File: src/rtl/serial_cmp_pkg.sv
// serial_cmp_pkg: shared FSM state encodings and default operand width for serial_compare_ctrl
package serial_cmp_pkg;
    typedef enum logic [1:0] {
        IDLE    = 2'b00,
        COMPARE = 2'b01,
        DONE    = 2'b10
    } state_t;
    localparam int DEFAULT_WIDTH = 8;
endpackage

File: src/rtl/comparator_1bit.sv
// comparator_1bit: one MSB-first magnitude-compare step
// Ports: a_bit/b_bit operand bits, lt_in/eq_in running result, lt_out/eq_out updated result
module comparator_1bit (
    input  logic a_bit,
    input  logic b_bit,
    input  logic lt_in,
    input  logic eq_in,
    output logic lt_out,
    output logic eq_out
);
    assign lt_out = lt_in | (eq_in & ~a_bit & b_bit);
    assign eq_out = eq_in & ~(a_bit ^ b_bit);
endmodule

File: src/rtl/serial_compare_ctrl.sv
// serial_compare_ctrl: bit-serial unsigned comparator, one bit per cycle MSB first, valid/ready handshakes
// Ports: clk, rst_n (async active-low); in_valid/in_ready/a/b operand input;
//        out_valid/out_ready result handshake; lt/eq/gt result flags; bits_used = positions examined
module serial_compare_ctrl
    import serial_cmp_pkg::*;
#(
    parameter int WIDTH      = DEFAULT_WIDTH,
    parameter bit EARLY_EXIT = 1'b1
) (
    input  logic                     clk,
    input  logic                     rst_n,
    input  logic                     in_valid,
    output logic                     in_ready,
    input  logic [WIDTH-1:0]         a,
    input  logic [WIDTH-1:0]         b,
    output logic                     out_valid,
    input  logic                     out_ready,
    output logic                     lt,
    output logic                     eq,
    output logic                     gt,
    output logic [$clog2(WIDTH+1)-1:0] bits_used
);
    localparam int BW = $clog2(WIDTH + 1);
    localparam int IW = (WIDTH > 1) ? $clog2(WIDTH) : 1;

    state_t          r_state, w_next;
    logic [WIDTH-1:0] r_a, r_b;
    logic [IW-1:0]   r_idx;
    logic [BW-1:0]   r_cnt, r_bits;
    logic            r_lt_acc, r_eq_acc, r_lt, r_eq, r_gt;
    logic            w_a_bit, w_b_bit, w_lt_next, w_eq_next, w_last;

    // mask select keeps the bit pick legal even when WIDTH=1
    assign w_a_bit = |(r_a & (WIDTH'(1) << r_idx));
    assign w_b_bit = |(r_b & (WIDTH'(1) << r_idx));

    comparator_1bit u_cell (
        .a_bit (w_a_bit),
        .b_bit (w_b_bit),
        .lt_in (r_lt_acc),
        .eq_in (r_eq_acc),
        .lt_out(w_lt_next),
        .eq_out(w_eq_next)
    );

    assign w_last    = (r_idx == '0) || (EARLY_EXIT && !w_eq_next);
    assign in_ready  = (r_state == IDLE);
    assign out_valid = (r_state == DONE);
    assign lt        = r_lt;
    assign eq        = r_eq;
    assign gt        = r_gt;
    assign bits_used = r_bits;

    always_ff @(posedge clk or negedge rst_n) begin
        if (!rst_n) r_state <= IDLE;
        else        r_state <= w_next;
    end

    // DONE never accepts, so a release always passes through one IDLE cycle
    always_comb begin
        w_next = r_state;
        case (r_state)
            IDLE:    w_next = in_valid  ? COMPARE : IDLE;
            COMPARE: w_next = w_last    ? DONE    : COMPARE;
            DONE:    w_next = out_ready ? IDLE    : DONE;
            default: w_next = IDLE;
        endcase
    end

    // result registers load only on the final step so they hold through IDLE/COMPARE
    always_ff @(posedge clk or negedge rst_n) begin
        if (!rst_n) begin
            r_a      <= '0;
            r_b      <= '0;
            r_idx    <= '0;
            r_cnt    <= '0;
            r_lt_acc <= 1'b0;
            r_eq_acc <= 1'b0;
            r_lt     <= 1'b0;
            r_eq     <= 1'b0;
            r_gt     <= 1'b0;
            r_bits   <= '0;
        end else begin
            if (r_state == IDLE && in_valid) begin
                r_a      <= a;
                r_b      <= b;
                r_lt_acc <= 1'b0;
                r_eq_acc <= 1'b1;
                r_idx    <= IW'(WIDTH - 1);
                r_cnt    <= '0;
            end
            if (r_state == COMPARE) begin
                r_lt_acc <= w_lt_next;
                r_eq_acc <= w_eq_next;
                r_idx    <= r_idx - IW'(1);
                r_cnt    <= r_cnt + BW'(1);
                if (w_last) begin
                    r_lt   <= w_lt_next;
                    r_eq   <= w_eq_next;
                    r_gt   <= ~w_lt_next & ~w_eq_next;
                    r_bits <= r_cnt + BW'(1);
                end
            end
        end
    end
endmodule

File: config.mk
export PLATFORM = sky130hd
export DESIGN_NAME = serial_compare_ctrl
export DESIGN_NICKNAME = d
export VERILOG_FILES = /design/src/rtl/serial_cmp_pkg.sv /design/src/rtl/comparator_1bit.sv /design/src/rtl/serial_compare_ctrl.sv
export SDC_FILE = /design/constraint.sdc
export NUM_CORES = 1
export LEC_CHECK = 0
export BUFFER_PORTS_ARGS = -buffer_cell sky130_fd_sc_hd__clkbuf_2
export CAP_MARGIN = 20
export CORE_ASPECT_RATIO = 0.7
export CORE_MARGIN = 2
export CORE_UTILIZATION = 55
export CTS_BUF_LIST = sky130_fd_sc_hd__clkbuf_4 sky130_fd_sc_hd__clkbuf_8
export DETAILED_ROUTE_END_ITERATION = 10
export GPL_TIMING_DRIVEN = 0
export PLACE_DENSITY = 0.83
export REMOVE_ABC_BUFFERS = 1
export SETUP_SLACK_MARGIN = 0.5
export SLEW_MARGIN = 40
export SYNTH_ARGS = -nofsm -noshare
export SYNTH_HDL_FRONTEND = slang
export SYNTH_SLANG_ARGS = --single-unit
File: constraint.sdc
create_clock -name clk -period 2.9 [get_ports clk]
set_clock_uncertainty 0.05 [all_clocks]
set_input_delay 0.145 -clock clk [delete_from_list [all_inputs] [get_ports clk]]
set_output_delay 0.145 -clock clk [all_outputs]
set_load 0.01 [all_outputs]
* Yosys cells after proc, flatten, opt, wreduce, memory -nomap -nowiden
Cells that the tools add are included.
** Cells by class
- $add $sub $neg :: 2
- Equal/unequal tests :: 2
- Shift-type cells :: 1
- Multiplexer cells :: 12
- Bitwise operators :: 12
- Reduce and logical (&&, ||, !) cells :: 9
** Operators with widths (count)
- $and 8x8->8 :: 2
- $reduce_or 8->1 :: 2
- $mux 4 :: 2
- $shl 1x3->8 const A :: 1
- $mux 3 :: 2
- $pmux 2 s3 :: 1
- $mux 1 :: 5
- $add 4x1->4 const B :: 1
- $and 1x1->1 :: 4
- $mux 2 :: 2
- $not 1->1 :: 4
- $logic_not 3->1 :: 1
- $sub 3x1->3 const B :: 1
- $eq 2x1->1 const B :: 1
- $eq 2x2->1 const B :: 1
- $logic_not 2->1 :: 1
- $reduce_and 2->1 :: 1
- $reduce_bool 2->1 :: 1
- $logic_and 1x1->1 :: 1
- $logic_not 1->1 :: 1
- $logic_or 1x1->1 :: 1
- $or 1x1->1 :: 1
- $xor 1x1->1 :: 1
** Storage, ports and cells
- Flip-flop bits (word level) :: 34
- Bits of input ports :: 20
- Output and inout port bits :: 9

* Depth between registers and ports, before layout
- Depth in word-level cells :: 10
- Mapped depth :: 7
- Gate-level depth less buffers :: 7

* Modules after synthesis
Synthesis repeated with hierarchy kept, for this count alone.
** Unflattened totals
- Cell total of the unflattened synthesis :: 168
- Area, all modules :: 1624.1 um^2
** By module, submodules not included
- serial_compare_ctrl :: times used 1, cells an instance 164, area an instance 1597.8 um^2, seq. area each 850.8 um^2
- comparator_1bit :: times used 1, cells an instance 4, area an instance 26.3 um^2, seq. area each 0.0 um^2

* Least setup slack after synthesis
OpenSTA, ideal clock, no wires.
- Path type :: register to register
- Start point :: reg r_idx[0]
- End point :: reg r_bits[1], in the netlist bits_used[1]
- Setup time :: 125 ps
- Arrival :: 1996 ps
- Data required time :: 2725 ps
- Slack :: 730 ps
- Cell stages (with the launch flop) :: 8
- Period minus slack after synthesis :: 2170 ps
- Cells stage by stage :: dfrtp_1 inv_1 ha_1 a22o_2 nor3_1 a211oi_2 o31ai_4 mux2_2
** On the way
- Cells in the longest elaborated chain, start to end :: 9
- Elaborated cells on any way between the ends :: 12
- Classes of those cells :: 1 x shift; 5 x bitwise; 6 x reduce/logical
** Ends and longest elaborated chain
- start, declared :: RTL line serial_compare_ctrl.sv:28 : logic [IW-1:0] r_idx;
- start signal, assigned :: RTL line serial_compare_ctrl.sv:89 : r_idx <= IW'(WIDTH - 1);
- start signal, assigned :: RTL line serial_compare_ctrl.sv:95 : r_idx <= r_idx - IW'(1);
- $shl 1x3->8 :: RTL line serial_compare_ctrl.sv:34, serial_compare_ctrl.sv:35
- $and 8x8->8, on equally long branches :: RTL line serial_compare_ctrl.sv:34, serial_compare_ctrl.sv:35
- $reduce_or 8->1, on equally long branches :: RTL line serial_compare_ctrl.sv:34, serial_compare_ctrl.sv:35
- $xor 1x1->1 :: RTL line comparator_1bit.sv:12 : assign eq_out = eq_in & ~(a_bit ^ b_bit);
- $not 1->1 :: RTL line comparator_1bit.sv:12
- $and 1x1->1 :: RTL line comparator_1bit.sv:12
- $logic_not 1->1 :: RTL line serial_compare_ctrl.sv:46 : assign w_last = (r_idx == '0) || (EARLY_EXIT && !w_eq_next);
- $logic_or 1x1->1 (*) :: RTL line serial_compare_ctrl.sv:46
- $reduce_and 2->1 (no line) (*)
- end signal, assigned :: RTL line serial_compare_ctrl.sv:101 : r_bits <= r_cnt + BW'(1);
- end, declared :: RTL line serial_compare_ctrl.sv:29 : logic [BW-1:0] r_cnt, r_bits;
Every way passes the cells marked *; elsewhere a longest branch is shown, timed or not.
A chain may end at the register's enable or synchronous reset.

* Worst setup path after layout
- Start point :: reg r_idx[0]
- End point :: reg r_bits[3], in the netlist bits_used[3]
Same word-level chain as after synthesis.

==> impl_metrics.csv <==
group,metric,value,unit
status,status,"finished, final reports clean",
synthesis,yosysMostFrequentCell,"nand2_1",
routing,drt_pass1_iterations,4,
sta,slew_headroom,50.12,%
cells_and_area,multi_input_area,701.9,µm²
placement,dp_hpwl,2224,µm
synthesis,synth.avg_cell_area,9.649,µm²
power_and_ir_drop,p_clk_share,16.9,%
clocking,clockBufferDepth,2,
setup_path,crit_family,"compound AO/OA/AOI/OAI gates",
grt,grt_pass1_wl,5437,µm
sta,max_freq,427.5,MHz
setup_path,cp_slowest_cell,"dfrtp_1",
sta,fin_crit,2339,ps
power_and_ir_drop,switchingPower,0.8633,mW
die,num_rows,16,
setup_path,critPathBufInv,1,
synthesis,synth_top_family_by_area,"simple AND/OR/NAND/NOR gates",
synthesis,synthMuxAreaShare,3.421,%
synthesis,syn_inst,163,
clocking,cts_buffers,5,
job,cap_violations,0,
synthesis,ys_ff_latch,34,
die,die_h,48.74,µm
synthesis,synth_top_area_share,54.10,%
die,core,2763,µm²
sta,slew_viol_final,0,
setup_path,endpoint_kind,"flop",
clocking,cts_sinks,34,
placement,post_dp_cell_area,1735,µm²
grt,antenna_found_initial,0,
power_and_ir_drop,pwr-share-comb,44.3,%
cells_and_area,n_antenna_cell,0,
synthesis,async_reset_ff_share,100.0,%
die,die_x,67.92,µm
clocking,h-tree-depth,2,
cells_and_area,syn_to_final_growth,21.80,%
die,initial_core_util,56.93,%
die,top_level_ports,29,
clocking,cts_tree,"done",
power_and_ir_drop,swShare,40.08,%
setup_path,critPathRequiredTime,3020,ps
sta,finalWorstSetupSlack,560.7,ps
hold_path,hp-class,"input pin to flop",
power_and_ir_drop,p_per_area,1124,nW/µm²
power_and_ir_drop,p_leak,1.005,nW
sta,hold_viol_final,0,
clocking,root_buffer,"clkbuf_8",
synthesis,yosysTopAreaCell,"dfrtp_1",
synthesis,synthXorXnorAreaFrac,1.114,%
routing,final_antenna_net_count,0,
setup_path,crit_chain,"inv_2 > ha_2 > a22oi_1 > and3_4 > o211a_1 > o31ai_4 > mux2_2",
routing,vias,1276,
power_and_ir_drop,power.internal,1.290,mW
power_and_ir_drop,max-vdd-ir-drop,0.5433,mV
grt,grt_overflow_total,0,
setup_path,critPathLaunchType,"flop",
setup_path,crit_fanout,5,
cells_and_area,regArea,850.8,µm²
synthesis,synth-edff-count,0,
sta,tightest_slew,748.1,ps
cells_and_area,drive_gt1_share,26.13,%
power_and_ir_drop,sequentialPowerShare,38.7,%
clocking,clk_latency,280,ps
routing,routed_wl,3451,µm
die,dieArea,3310,µm²
sta,layout_worst_path_cycle_share,80.66,%
synthesis,netlist_top_cells_area,"dfrtp_1 (54%), nand2_1 (13%), ha_1 (4.8%)",
routing,drt_iter0_drc,71,
clocking,clkTransAtPathRegs,70,ps
synthesis,synth.top_cells.by_count,"nand2_1 (56), dfrtp_1 (34), o21ai_0 (8)",
placement,port_buffers,28,
synthesis,synth_compound_area_share,13.37,%
placement,gp_congestion,0.8138,
synthesis,synthAdderAreaFrac,4.773,%
sta,rsz0062_at_grt,"false",
setup_path,arrival,2460,ps
synthesis,synth_simple_gate_area_share,20.37,%
sta,tns,0,ps
setup_path,cpPeakStageDelay,460,ps
routing,route.detailed.drc,0,
grt,global_route.usage.total,22.50,%
routing,viasPerCell,5.430,
grt,grt_max_degree,35,
synthesis,synth_seq_area_share,54.10,%
synthesis,synth_flop_cell,"dfrtp_1",
synthesis,syn_area,1573,µm²
routing,wl_per_cell,14.69,µm
synthesis,ys_types,32,
placement,place_ws,472.7,ps
sta,setup_violations,0,
synthesis,yosysWarnings,0,
cells_and_area,fin_area,1916,µm²
setup_path,critPathKind,"flop to flop",
grt,grt_pass1_vias,1248,
cells_and_area,n_fill_cell,220,
cells_and_area,fin_nets,224,
==> stage by stage <==
| step | util [%] | power, mW | instances | hold WS, ps |
|---|---|---|---|---|
| 2_1_floorplan | - | 1.463 | 157 | -200.6 |
| 3_3_place_gp | 62.82 | 1.650 | 221 | 206.0 |
| 3_5_place_dp | 62.82 | 1.708 | 221 | 230.9 |
| 4_1_cts | 68.34 | 2.098 | 235 | 1.286 |
| 5_1_grt | 69.34 | 2.315 | 235 | 7.166 |
| 6_report | 69.34 | 2.154 | 235 | 3.175 |
==> routing by layer <==
layer | GRT usage, % | share of wire (%) | wire (µm)
met1 | 29.13 | 44 | 1529
met2 | 35.95 | 50 | 1709
met3 | 5.581 | 4.3 | 148
met4 | 9.333 | 1.8 | 63
met5 | 0 | 0 | 0
==> final cells by class <==
| class | count | share of cell area, % |
|---|---|---|
| sequential | 34 | 44.42 |
| timing repair buffer | 34 | 10.45 |
| inverter | 6 | 1.176 |
| clock buffer | 7 | 4.703 |
| clock inverter | 1 | 0.2613 |
| multi-input combinational | 117 | 36.64 |
| tap | 36 | 2.351 |
==> worst register-to-register path, delay by kind of cell (launching register included) <==
family,cells,cell delay (ps)
compound gates,3,770
flops,1,460
mux,1,380
fa+ha+maj,1,230
simple gates,1,190
buf+inv,1,140
==> cell families (layout without fill, tap and decap cells) <==
kind of cell,after synthesis,count (layout)
buf+inv,12,48
fa+ha+maj,6,6
compound gates,28,28
mux,5,5
simple gates,76,76
flops,34,34
xor+xnor,2,2
==> path summary, 6_finish.rpt <==
kind,startpoint,to,slack [ps],cells after the start
hold reg to reg,r_b[3],r_b[3],430,2
setup reg to reg,r_idx[0],bits_used[3],560,7
min in group asynchronous,rst_n,r_eq_acc,290,2
hold / removal,a[4],r_a[4],3,3
max in group asynchronous,rst_n,r_b[1],2200,2
setup / recovery,r_idx[0],bits_used[3],560,7
==> what timing repair did <==
item                                    CTS  global route
gates resized for setup                   0             7
pin swaps                                 1             1
hold buffers                              5             0
endpoints found under the setup margin    3             5
buffers inserted                          1             0
endpoints found under the hold margin    38             0
==> power groups by stage <==
| stage | logic (mW) | clock network [mW] | registers, mW |
|---|---|---|---|
| after global routing | 1.07 | 0.386 | 0.859 |
| after CTS | 0.909 | 0.369 | 0.820 |
| final | 0.955 | 0.364 | 0.834 |
| after floorplan | 0.655 | 0 | 0.808 |
| after detailed placement | 0.883 | 0 | 0.826 |
| after global placement | 0.840 | 0 | 0.810 |
==> registers in the layout, summed over array words and instances (netlist names) <==
name       count
eq             1
r_idx          3
r_cnt          4
gt             1
r_a            8
bits_used      4
r_eq_acc       1
r_b            8
lt             1
r_state        2
r_lt_acc       1
==> cells in the final DEF, fill, tap and decap left out, types with 4 or more instances in the layout <==
master | synthesis | final
a22oi_1 | 6 | 5
o21ai_0 | 8 | 8
dfrtp_1 | 34 | 34
nor2_1 | 6 | 6
nand2_1 | 56 | 56
clkbuf_2 | 0 | 27
clkbuf_8 | 0 | 6
inv_1 | 6 | 4
dlygate4sd3_1 | 0 | 5
a21oi_1 | 4 | 4
Power figures use the tool's default switching activity.
